$ cat src/rtl/bp_pkg.sv
// Shared definitions for the BTB branch predictor: counter encodings, saturation and PC field helpers.
package bp_pkg;

  localparam int unsigned CTR_MAX_W = 8;
  localparam int unsigned PC_MAX_W  = 64;

  typedef logic [CTR_MAX_W-1:0] ctr_t;
  typedef logic [PC_MAX_W-1:0]  pc_t;

  // Named encodings for the common 2-bit counter
  localparam logic [1:0] CTR_SNT = 2'b00;
  localparam logic [1:0] CTR_WNT = 2'b01;
  localparam logic [1:0] CTR_WT  = 2'b10;
  localparam logic [1:0] CTR_ST  = 2'b11;

  // Weakly taken: MSB set, all lower bits clear
  function automatic ctr_t ctr_weak_taken(input int unsigned w);
    return ctr_t'(1) << (w - 1);
  endfunction

  // Weakly not-taken: MSB clear, all lower bits set (0 for a 1-bit counter)
  function automatic ctr_t ctr_weak_not_taken(input int unsigned w);
    return (ctr_t'(1) << (w - 1)) - ctr_t'(1);
  endfunction

  function automatic ctr_t ctr_max(input int unsigned w);
    return (ctr_t'(1) << w) - ctr_t'(1);
  endfunction

  // Saturating step towards the resolved outcome
  function automatic ctr_t sat_next(input ctr_t ctr, input logic taken, input int unsigned w);
    if (taken) return (ctr == ctr_max(w)) ? ctr : ctr + ctr_t'(1);
    else       return (ctr == ctr_t'(0))  ? ctr : ctr - ctr_t'(1);
  endfunction

  // Word-aligned index: pc[idx_w+1:2]
  function automatic pc_t pc_index(input pc_t pc, input int unsigned idx_w);
    return (pc >> 2) & ((pc_t'(1) << idx_w) - pc_t'(1));
  endfunction

  // Tag directly above the index: pc[idx_w+tag_w+1:idx_w+2]
  function automatic pc_t pc_tag(input pc_t pc, input int unsigned idx_w, input int unsigned tag_w);
    return (pc >> (idx_w + 2)) & ((pc_t'(1) << tag_w) - pc_t'(1));
  endfunction

endpackage

$ cat src/rtl/branch_predictor_btb_if.sv
// Fetch-side lookup, resolution-side training and statistics bundle for the BTB predictor.
interface branch_predictor_btb_if #(
  parameter int unsigned ADDR_W = 32,
  parameter int unsigned STAT_W = 32
);
  logic              en_i;
  logic [ADDR_W-1:0] pred_pc_i;
  logic              pred_hit_o;
  logic              pred_taken_o;
  logic [ADDR_W-1:0] next_pc_o;
  logic              upd_valid_i;
  logic [ADDR_W-1:0] upd_pc_i;
  logic              upd_taken_i;
  logic [ADDR_W-1:0] upd_target_i;
  logic              upd_mispred_i;
  logic [STAT_W-1:0] stat_upd_o;
  logic [STAT_W-1:0] stat_miss_o;

  modport master (
    output en_i, pred_pc_i, upd_valid_i, upd_pc_i, upd_taken_i, upd_target_i, upd_mispred_i,
    input  pred_hit_o, pred_taken_o, next_pc_o, stat_upd_o, stat_miss_o
  );

  modport slave (
    input  en_i, pred_pc_i, upd_valid_i, upd_pc_i, upd_taken_i, upd_target_i, upd_mispred_i,
    output pred_hit_o, pred_taken_o, next_pc_o, stat_upd_o, stat_miss_o
  );
endinterface

$ cat src/rtl/bp_sat_counter.sv
// Per-entry saturating up/down direction counter; resets weakly not-taken, loads weakly taken on allocate.
module bp_sat_counter
  import bp_pkg::*;
#(
  parameter int unsigned CTR_W = 2
) (
  input  logic             clk_i,
  input  logic             rst_i,
  input  logic             upd_i,
  input  logic             load_i,
  input  logic             taken_i,
  output logic [CTR_W-1:0] ctr_o
);

  localparam logic [CTR_W-1:0] RST_VAL = CTR_W'(ctr_weak_not_taken(CTR_W));
  localparam logic [CTR_W-1:0] WT_VAL  = CTR_W'(ctr_weak_taken(CTR_W));

  logic [CTR_W-1:0] ctr_q;
  logic [CTR_W-1:0] ctr_d;

  // Allocation overrides training; otherwise step towards the outcome
  always_comb begin
    ctr_d = ctr_q;
    if (load_i) begin
      ctr_d = WT_VAL;
    end else if (upd_i) begin
      ctr_d = CTR_W'(sat_next(ctr_t'(ctr_q), taken_i, CTR_W));
    end
  end

  // Counter register
  always_ff @(posedge clk_i or posedge rst_i) begin
    if (rst_i) ctr_q <= RST_VAL;
    else       ctr_q <= ctr_d;
  end

  assign ctr_o = ctr_q;

endmodule

$ cat src/rtl/branch_predictor_btb.sv
// Direct-mapped BTB predictor: combinational next-PC lookup in IF, training from ID resolution, stats.
module branch_predictor_btb
  import bp_pkg::*;
#(
  parameter int unsigned ADDR_W  = 32,
  parameter int unsigned ENTRIES = 16,
  parameter int unsigned TAG_W   = 8,
  parameter int unsigned CTR_W   = 2,
  parameter int unsigned STAT_W  = 32
) (
  input  logic                   clk_i,
  input  logic                   rst_i,
  branch_predictor_btb_if.slave  bus
);

  localparam int unsigned IDX_W = $clog2(ENTRIES);

  typedef logic [IDX_W-1:0]  idx_t;
  typedef logic [TAG_W-1:0]  tag_t;
  typedef logic [ADDR_W-1:0] addr_t;

  logic [ENTRIES-1:0] valid_q, valid_d;
  tag_t               tag_q    [ENTRIES];
  tag_t               tag_d    [ENTRIES];
  addr_t              target_q [ENTRIES];
  addr_t              target_d [ENTRIES];
  logic [CTR_W-1:0]   ctr      [ENTRIES];
  logic [STAT_W-1:0]  stat_upd_q, stat_upd_d;
  logic [STAT_W-1:0]  stat_miss_q, stat_miss_d;

  idx_t pred_idx, upd_idx;
  tag_t pred_tag, upd_tag;
  logic pred_hit, upd_hit, upd_alloc;

  assign pred_idx  = idx_t'(pc_index(pc_t'(bus.pred_pc_i), IDX_W));
  assign pred_tag  = tag_t'(pc_tag(pc_t'(bus.pred_pc_i), IDX_W, TAG_W));
  assign upd_idx   = idx_t'(pc_index(pc_t'(bus.upd_pc_i), IDX_W));
  assign upd_tag   = tag_t'(pc_tag(pc_t'(bus.upd_pc_i), IDX_W, TAG_W));
  assign pred_hit  = valid_q[pred_idx] && (tag_q[pred_idx] == pred_tag);
  assign upd_hit   = valid_q[upd_idx] && (tag_q[upd_idx] == upd_tag);
  assign upd_alloc = bus.upd_valid_i && !upd_hit && bus.upd_taken_i;

  // Lookup reads registered table state only, so same-cycle updates are not bypassed
  always_comb begin
    bus.pred_hit_o   = pred_hit;
    bus.pred_taken_o = pred_hit && bus.en_i && ctr[pred_idx][CTR_W-1];
    bus.next_pc_o    = bus.pred_taken_o ? target_q[pred_idx] : bus.pred_pc_i + addr_t'(4);
    bus.stat_upd_o   = stat_upd_q;
    bus.stat_miss_o  = stat_miss_q;
  end

  // Direction counters, one per entry
  for (genvar i = 0; i < int'(ENTRIES); i++) begin : g_ctr
    bp_sat_counter #(.CTR_W(CTR_W)) u_ctr (
      .clk_i   (clk_i),
      .rst_i   (rst_i),
      .upd_i   (bus.upd_valid_i && upd_hit && (upd_idx == idx_t'(i))),
      .load_i  (upd_alloc && (upd_idx == idx_t'(i))),
      .taken_i (bus.upd_taken_i),
      .ctr_o   (ctr[i])
    );
  end

  // Taken resolutions refresh the target; taken misses also claim the slot
  always_comb begin
    valid_d  = valid_q;
    tag_d    = tag_q;
    target_d = target_q;
    if (bus.upd_valid_i && bus.upd_taken_i) begin
      target_d[upd_idx] = bus.upd_target_i;
      if (!upd_hit) begin
        valid_d[upd_idx] = 1'b1;
        tag_d[upd_idx]   = upd_tag;
      end
    end
  end

  // Saturating statistics
  always_comb begin
    stat_upd_d  = stat_upd_q;
    stat_miss_d = stat_miss_q;
    if (bus.upd_valid_i && (stat_upd_q != '1)) begin
      stat_upd_d = stat_upd_q + STAT_W'(1);
    end
    if (bus.upd_valid_i && bus.upd_mispred_i && (stat_miss_q != '1)) begin
      stat_miss_d = stat_miss_q + STAT_W'(1);
    end
  end

  // Table and statistics registers
  always_ff @(posedge clk_i or posedge rst_i) begin
    if (rst_i) begin
      valid_q     <= '0;
      stat_upd_q  <= '0;
      stat_miss_q <= '0;
      for (int i = 0; i < int'(ENTRIES); i++) begin
        tag_q[i]    <= '0;
        target_q[i] <= '0;
      end
    end else begin
      valid_q     <= valid_d;
      tag_q       <= tag_d;
      target_q    <= target_d;
      stat_upd_q  <= stat_upd_d;
      stat_miss_q <= stat_miss_d;
    end
  end

endmodule

$ cat src/flat_wrapper.sv
// flat-port wrapper written by rule: the top's interface ports become plain ports
module branch_predictor_btb_flat import bp_pkg::*;
#(
  parameter int unsigned ADDR_W  = 32,
  parameter int unsigned ENTRIES = 16,
  parameter int unsigned TAG_W   = 8,
  parameter int unsigned CTR_W   = 2,
  parameter int unsigned STAT_W  = 32
)
  (clk_i, rst_i, bus_en_i, bus_pred_pc_i, bus_upd_valid_i, bus_upd_pc_i, bus_upd_taken_i, bus_upd_target_i, bus_upd_mispred_i, bus_pred_hit_o, bus_pred_taken_o, bus_next_pc_o, bus_stat_upd_o, bus_stat_miss_o);
  branch_predictor_btb_if #(.ADDR_W(ADDR_W), .STAT_W(STAT_W)) bus_i ();
  input  logic clk_i;
  input  logic rst_i;
  input wire logic [$bits(bus_i.en_i)-1:0] bus_en_i;
  input wire logic [$bits(bus_i.pred_pc_i)-1:0] bus_pred_pc_i;
  input wire logic [$bits(bus_i.upd_valid_i)-1:0] bus_upd_valid_i;
  input wire logic [$bits(bus_i.upd_pc_i)-1:0] bus_upd_pc_i;
  input wire logic [$bits(bus_i.upd_taken_i)-1:0] bus_upd_taken_i;
  input wire logic [$bits(bus_i.upd_target_i)-1:0] bus_upd_target_i;
  input wire logic [$bits(bus_i.upd_mispred_i)-1:0] bus_upd_mispred_i;
  output wire logic [$bits(bus_i.pred_hit_o)-1:0] bus_pred_hit_o;
  output wire logic [$bits(bus_i.pred_taken_o)-1:0] bus_pred_taken_o;
  output wire logic [$bits(bus_i.next_pc_o)-1:0] bus_next_pc_o;
  output wire logic [$bits(bus_i.stat_upd_o)-1:0] bus_stat_upd_o;
  output wire logic [$bits(bus_i.stat_miss_o)-1:0] bus_stat_miss_o;
  assign bus_i.en_i = bus_en_i;
  assign bus_i.pred_pc_i = bus_pred_pc_i;
  assign bus_i.upd_valid_i = bus_upd_valid_i;
  assign bus_i.upd_pc_i = bus_upd_pc_i;
  assign bus_i.upd_taken_i = bus_upd_taken_i;
  assign bus_i.upd_target_i = bus_upd_target_i;
  assign bus_i.upd_mispred_i = bus_upd_mispred_i;
  assign bus_pred_hit_o = bus_i.pred_hit_o;
  assign bus_pred_taken_o = bus_i.pred_taken_o;
  assign bus_next_pc_o = bus_i.next_pc_o;
  assign bus_stat_upd_o = bus_i.stat_upd_o;
  assign bus_stat_miss_o = bus_i.stat_miss_o;
  branch_predictor_btb #(.ADDR_W(ADDR_W), .ENTRIES(ENTRIES), .TAG_W(TAG_W), .CTR_W(CTR_W), .STAT_W(STAT_W)) u_core (.clk_i(clk_i), .rst_i(rst_i), .bus(bus_i));
endmodule
$ cat config.mk
export PLATFORM = sky130hd
export DESIGN_NAME = branch_predictor_btb_flat
export DESIGN_NICKNAME = d
export VERILOG_FILES = /design/src/rtl/bp_pkg.sv /design/src/rtl/branch_predictor_btb_if.sv /design/src/rtl/bp_sat_counter.sv /design/src/rtl/branch_predictor_btb.sv /design/src/flat_wrapper.sv
export SDC_FILE = /design/constraint.sdc
export NUM_CORES = 2
export LEC_CHECK = 0
export BUFFER_PORTS_ARGS = -buffer_cell sky130_fd_sc_hd__buf_2
export CAP_MARGIN = 5
export CORE_MARGIN = 4
export CORE_UTILIZATION = 30
export CTS_CLUSTER_SIZE = 30
export DETAILED_ROUTE_END_ITERATION = 10
export GPL_ROUTABILITY_DRIVEN = 1
export HOLD_SLACK_MARGIN = 0.1
export PLACE_DENSITY = 0.57
export SLEW_MARGIN = 10
export SYNTH_ARGS = -nofsm -noshare
export SYNTH_HDL_FRONTEND = slang
export SYNTH_SLANG_ARGS = --single-unit
$ cat constraint.sdc
create_clock -name clk_i -period 22.6 [get_ports clk_i]
set_input_delay 2.26 -clock clk_i [delete_from_list [all_inputs] [get_ports clk_i]]
set_output_delay 2.26 -clock clk_i [all_outputs]
set_load 0.03 [all_outputs]
# Yosys cells after proc, flatten, opt, wreduce, memory -nomap -nowiden
# Cells that the tools add are included.
[word_totals]
reg_bits = 752
input_bits = 102
out_inout_bits = 98
[classes]
n_addsub = 35
n_lt_le_gt_ge = 6
eq_ne = 67
mux = 105
bitwise_logic = 4
n_reduce_logical = 96
[op_table]
columns = ["op", "n"]
rows = [
  ["bitwise mux 512 bit", 1],
  ["two-way mux 2 bit", 82],
  ["binary-select mux 32 bit (select 4 bit)", 1],
  ["bitwise mux 128 bit", 1],
  ["demux 32 bit (select 4 bit)", 1],
  ["two-way mux 32 bit", 4],
  ["!= test 3 bit (second input constant)", 32],
  ["adder 32 x 1 -> 32 bit (second input constant)", 2],
  ["binary-select mux 8 bit (select 4 bit)", 2],
  ["!= test 32 bit (second input constant)", 2],
  ["AND reduction 3 bit", 16],
  ["logical AND 1 bit", 45],
  ["two-way mux 8 bit", 5],
  ["adder 2 x 1 -> 2 bit (second input constant)", 16],
  ["adder 32 x 3 -> 32 bit (second input constant)", 1],
  ["demux 8 bit (select 4 bit)", 1],
  ["== test 2 bit (second input constant)", 16],
  ["== test 4 bit (second input constant)", 8],
  ["logical NOT 2 bit", 16],
  ["nonzero test 2 bit", 16],
  ["subtractor 2 x 1 -> 2 bit (second input constant)", 16],
  ["== test 4 x 3 -> 1 bit (second input constant)", 4],
  ["== test 8 bit", 2],
  ["bitwise OR 16 bit", 1],
  ["other kinds (15)", 22],
]

# Longest topological paths before layout
[depth]
depth_word = 12
mapped_depth = 14

# Modules after synthesis
# A second synthesis with hierarchy kept.
[hier_totals]
cells_unflattened = 2487
hier_area_um2 = 36777.8
[by_module_without_submodules]
columns = ["mod", "n_inst", "cells_each", "area_each_um2", "seq_area_each_um2"]
rows = [
  ["branch_predictor_btb", 1, 2311, 35136.2, 18017.3],
  ["bp_sat_counter", 16, 11, 102.6, 51.3],
]

# Worst setup path after synthesis
# Ideal clock, no wire load.
[synth_timing]
path_kind = "input to output"
from = "input bus_pred_pc_i[2]"
to = "output bus_next_pc_o[10]"
arrival_time_ns = 4.954
required_ns = 20.340
setup_slack_ns = 15.386
cell_stages = 8
path_buffers = 5
cell_sequence = "buf_6 -> buf_4 -> buf_4 -> buf_4 -> buf_1 -> mux4_2 -> mux4_2 -> mux2_1"
[synth_between]
elab_chain_cells = 9
elab_cells_between_ends = 18
cone_classes = "1 x add/sub; 1 x eq/ne; 12 x mux; 1 x bitwise; 3 x reduce/logical"
[synth_rtl]
columns = ["item", "line", "source"]
rows = [
  ["start, declared", "flat_wrapper.sv:15", "input wire logic [$bits(bus_i.pred_pc_i)-1:0] bus_pred_pc_i;"],
  ["inverter 4 -> 5 bit (not written as such)", "branch_predictor_btb.sv:39, branch_predictor_btb.sv:46, branch_predictor_btb.sv:47", ""],
  ["binary-select mux 8 bit (select 4 bit)", "branch_predictor_btb.sv:39", "assign pred_hit = valid_q[pred_idx] && (tag_q[pred_idx] == pred_tag);"],
  ["two-way mux 8 bit (not written as such) (2 in a row)", "branch_predictor_btb.sv:39", ""],
  ["== test 8 bit", "branch_predictor_btb.sv:39", ""],
  ["logical AND 1 bit", "branch_predictor_btb.sv:39", ""],
  ["logical AND 1 bit (2 in a row)", "branch_predictor_btb.sv:46", "bus.pred_taken_o = pred_hit && bus.en_i && ctr[pred_idx][CTR_W-1];"],
  ["two-way mux 32 bit *", "branch_predictor_btb.sv:47", "bus.next_pc_o = bus.pred_taken_o ? target_q[pred_idx] : bus.pred_pc_i + addr_t'(4);"],
  ["end, declared", "flat_wrapper.sv:23", "output wire logic [$bits(bus_i.next_pc_o)-1:0] bus_next_pc_o;"],
]
# Every way passes the cells marked *; elsewhere a longest branch is shown, timed or not. The select of a mux whose other input is x is not followed.

# Worst setup path in the final report
# Ends and elaborated chain as after synthesis.

==> metrics.txt <==
leading cell types in the layout, fill and taps excluded dfrtp_1, mux2_2, nand2_1; CP Launch Type primary input; Slew @ Worst Pin 1131 ps; Final Hold Fails 0; Clock Path Buffers 3; critical path class primary input to output port; Core Footprint 0.1217 mm^2; Post-DP HPWL 59,720 um; crit share post-route 41.26%; drc violations 0; syn_nets 2,758; largest net degree at the start of global routing 82; Initial Util 30.18%; Multi-input gate area 0.01692 mm^2; final instance area 0.04198 mm^2; Synth Flop Type dfrtp_1; Clock Skew 24.34 ps; power consumption 3.800 mW; mux contribution to synthesized area 33.34%; Yosys reg bits 752; GRT Total Usage 15.98%; Sum Neg Setup Slack 0 ps; die width 357.9 um; Peak supply drop 0.05304 mV; power per cell area 90.53 mW/mm^2; FMAX 107.3 MHz; # Max-Cap Violations 0; Synth Area in XOR/XNOR 2.456%; GRT overflow 0; Die Ht 357.9 um; Reg clk slew, reported paths 60 ps; Initial DRC Count 1,994; post-synth top area share 50.14%; Post-CTS Setup Bufs 0; first-pass GRT wire length 155,300 um; # setup viols final 0; via count 22.87k; Synth Area per Inst 13.85 um^2; initial antenna violation count 14; ANT nets after route 0; Reg area 0.01884 mm^2; Cell Chain, Critical Path buf_8 -> buf_4 -> mux4_2 -> mux4_2 -> xnor2_1 -> o21ai_1 -> nor3b_2 -> nand4_4 -> mux2_1 -> buf_2; H-Tree Depth 3; CTS root buffer clkbuf_16; most frequent standard cell in the layout excluding fill and tap cells dfrtp_1; pre-CTS setup slack 13,160 ps; Synth Cell Area 0.03674 mm^2; adder-cell share of the synthesized area 0.1022%; Resized cells post-CTS 0; clk sinks 752; Die ar. 0.1281 mm^2; sequential-to-total area share from yosys stat 51.28%; Hold Buf Count CTS 0; GPL Wtd Cong 0.7481; detailed-router iteration count before antenna repair 5; Worst slew margin 24.50%; IO Port Bufs 179; # IOs 200; top cells by area, synth dfrtp_1, mux2_2, mux4_2; CTS tree done; compound-gate portion of the synthesized area 2.752%; Top delay family on crit path multiplexers; Hold Path Class flip-flop to flip-flop; CP bufs+invs 3; crit path time final 9324 ps; crit path DAT 7060 ps; num rows 128; crit path max fanout 45; main combinational cell family by area after synthesis multiplexers; drt via density 5.168; endpoint class of the critical path output port; Post-DP Area 0.03912 mm^2; per-cell routed wire length 23.12 um; Synth cell types 57; Yosys warning count 0; post-synthesis simple-gate area fraction 7.112%; number of global-route vias before repair 23.50k; share of flip-flops with an asynchronous set or reset 100.0%; status finished, final reports clean; Worst EP required 20,340 ps; Cells after Synth 2,653; fin util 34.49%; P_leak 18.58 nW; Layout Nets 2,839; WL final 102,300 um; RSZ-0062 raised after global routing no; Critical Path Max Stage Delay 820 ps; Critical Path Most Common Cell mux4_2; setup ws final 13,280 ps; clock latency on the worst-skew pair 650 ps; Area Overhead vs Synth 14.26%; Crit-path slowest cell nand4_4; total CTS buffers 82; final slew viol count 0; number of synthesized flops with an enable pin 0; # fillers 11.87k; share of layout cells above drive strength 1 41.49%; cell accounting for the most synthesized area dfrtp_1
worst paths after layout:
path,start,to,slack [ps],cells after the start
worst max-delay path,bus_pred_pc_i[2],bus_next_pc_o[10],13280,10
worst min-delay path,u_core.target_q[497],u_core.target_q[497],470,2
worst max register to register,u_core.tag_q[10],u_core.tag_q[50],18950,7
worst min register to register,u_core.target_q[497],u_core.target_q[497],470,2
max in group asynchronous,rst_i,u_core.target_q[100],17590,5
min in group asynchronous,rst_i,u_core.tag_q[112],1810,2
routing by layer:
layer	global-route usage [%]	up-vias	wire length, um
li1	-	9852	-
met1	23.20	12220	47570
met2	24.78	635	46510
met3	2.935	151	5936
met4	3.857	8	2251
met5	0	-	44
synthesized netlist by cell type (12+ instances only):
cell type    n
dfrtp_1    736
mux2_2     527
nand2_1    330
mux4_2     236
clkbuf_1   137
mux2_1      61
nor2_1      60
xnor2_1     59
xor2_1      44
nand4_1     39
nand3_1     38
buf_1       31
mux2i_1     31
buf_4       29
inv_1       27
buf_2       23
nand2b_1    21
nor3_1      21
and3_1      18
a21boi_0    16
dfstp_2     16
o31a_1      16
o32a_1      16
o2111a_1    12
o211a_1     12
power breakdown:
group | total (mW) | internal [mW] | switching, mW
Clock | 1.41 | 0.826 | 0.584
Combinational | 0.651 | 0.369 | 0.282
Sequential | 1.74 | 1.60 | 0.144
through the flow:
step | hold WS [ps] | cells
finish | 473.8 | 4425
global route | 493.6 | 4421
CTS | 476.8 | 4421
detailed placement | 459.7 | 4275
global placement | 457.4 | 4275
floorplan | 440.6 | 2653
tightest hold or removal path, stage by stage (launching register included):
cell and delay (ps):
dfrtp_1 340, nand2_1 50, nand2_1 50
registers in the layout (all words and copies together) (netlist names):
name                      count
u_core.target_q             512
u_core.tag_q                128
u_core.bus.stat_miss_o       32
u_core.bus.stat_upd_o        32
u_core.g_ctr.u_ctr.ctr_o     32
u_core.valid_q               16
final cells by class:
type	count	area share (%)
clock inverter	26	1.055
clock buffer	120	5.732
sequential	752	44.88
timing repair buffer	219	2.906
multi-input combinational	1652	40.31
inverter	27	0.2504
antenna	4	0.02385
tap	1625	4.844
cells by family (layout without fill, tap and decap cells):
kind of cell               count (synthesis)  in the layout
muxes                                    855            855
AOI/OAI and AO/OA                        114            114
buffers and inverters                    249            392
DFF                                      752            752
other                                      0              4
and+or+nand+nor                          577            577
adders and majority gates                  3              3
xor gates and xnor gates                 103            103
Note: power is estimated with default switching activity, not from simulation.
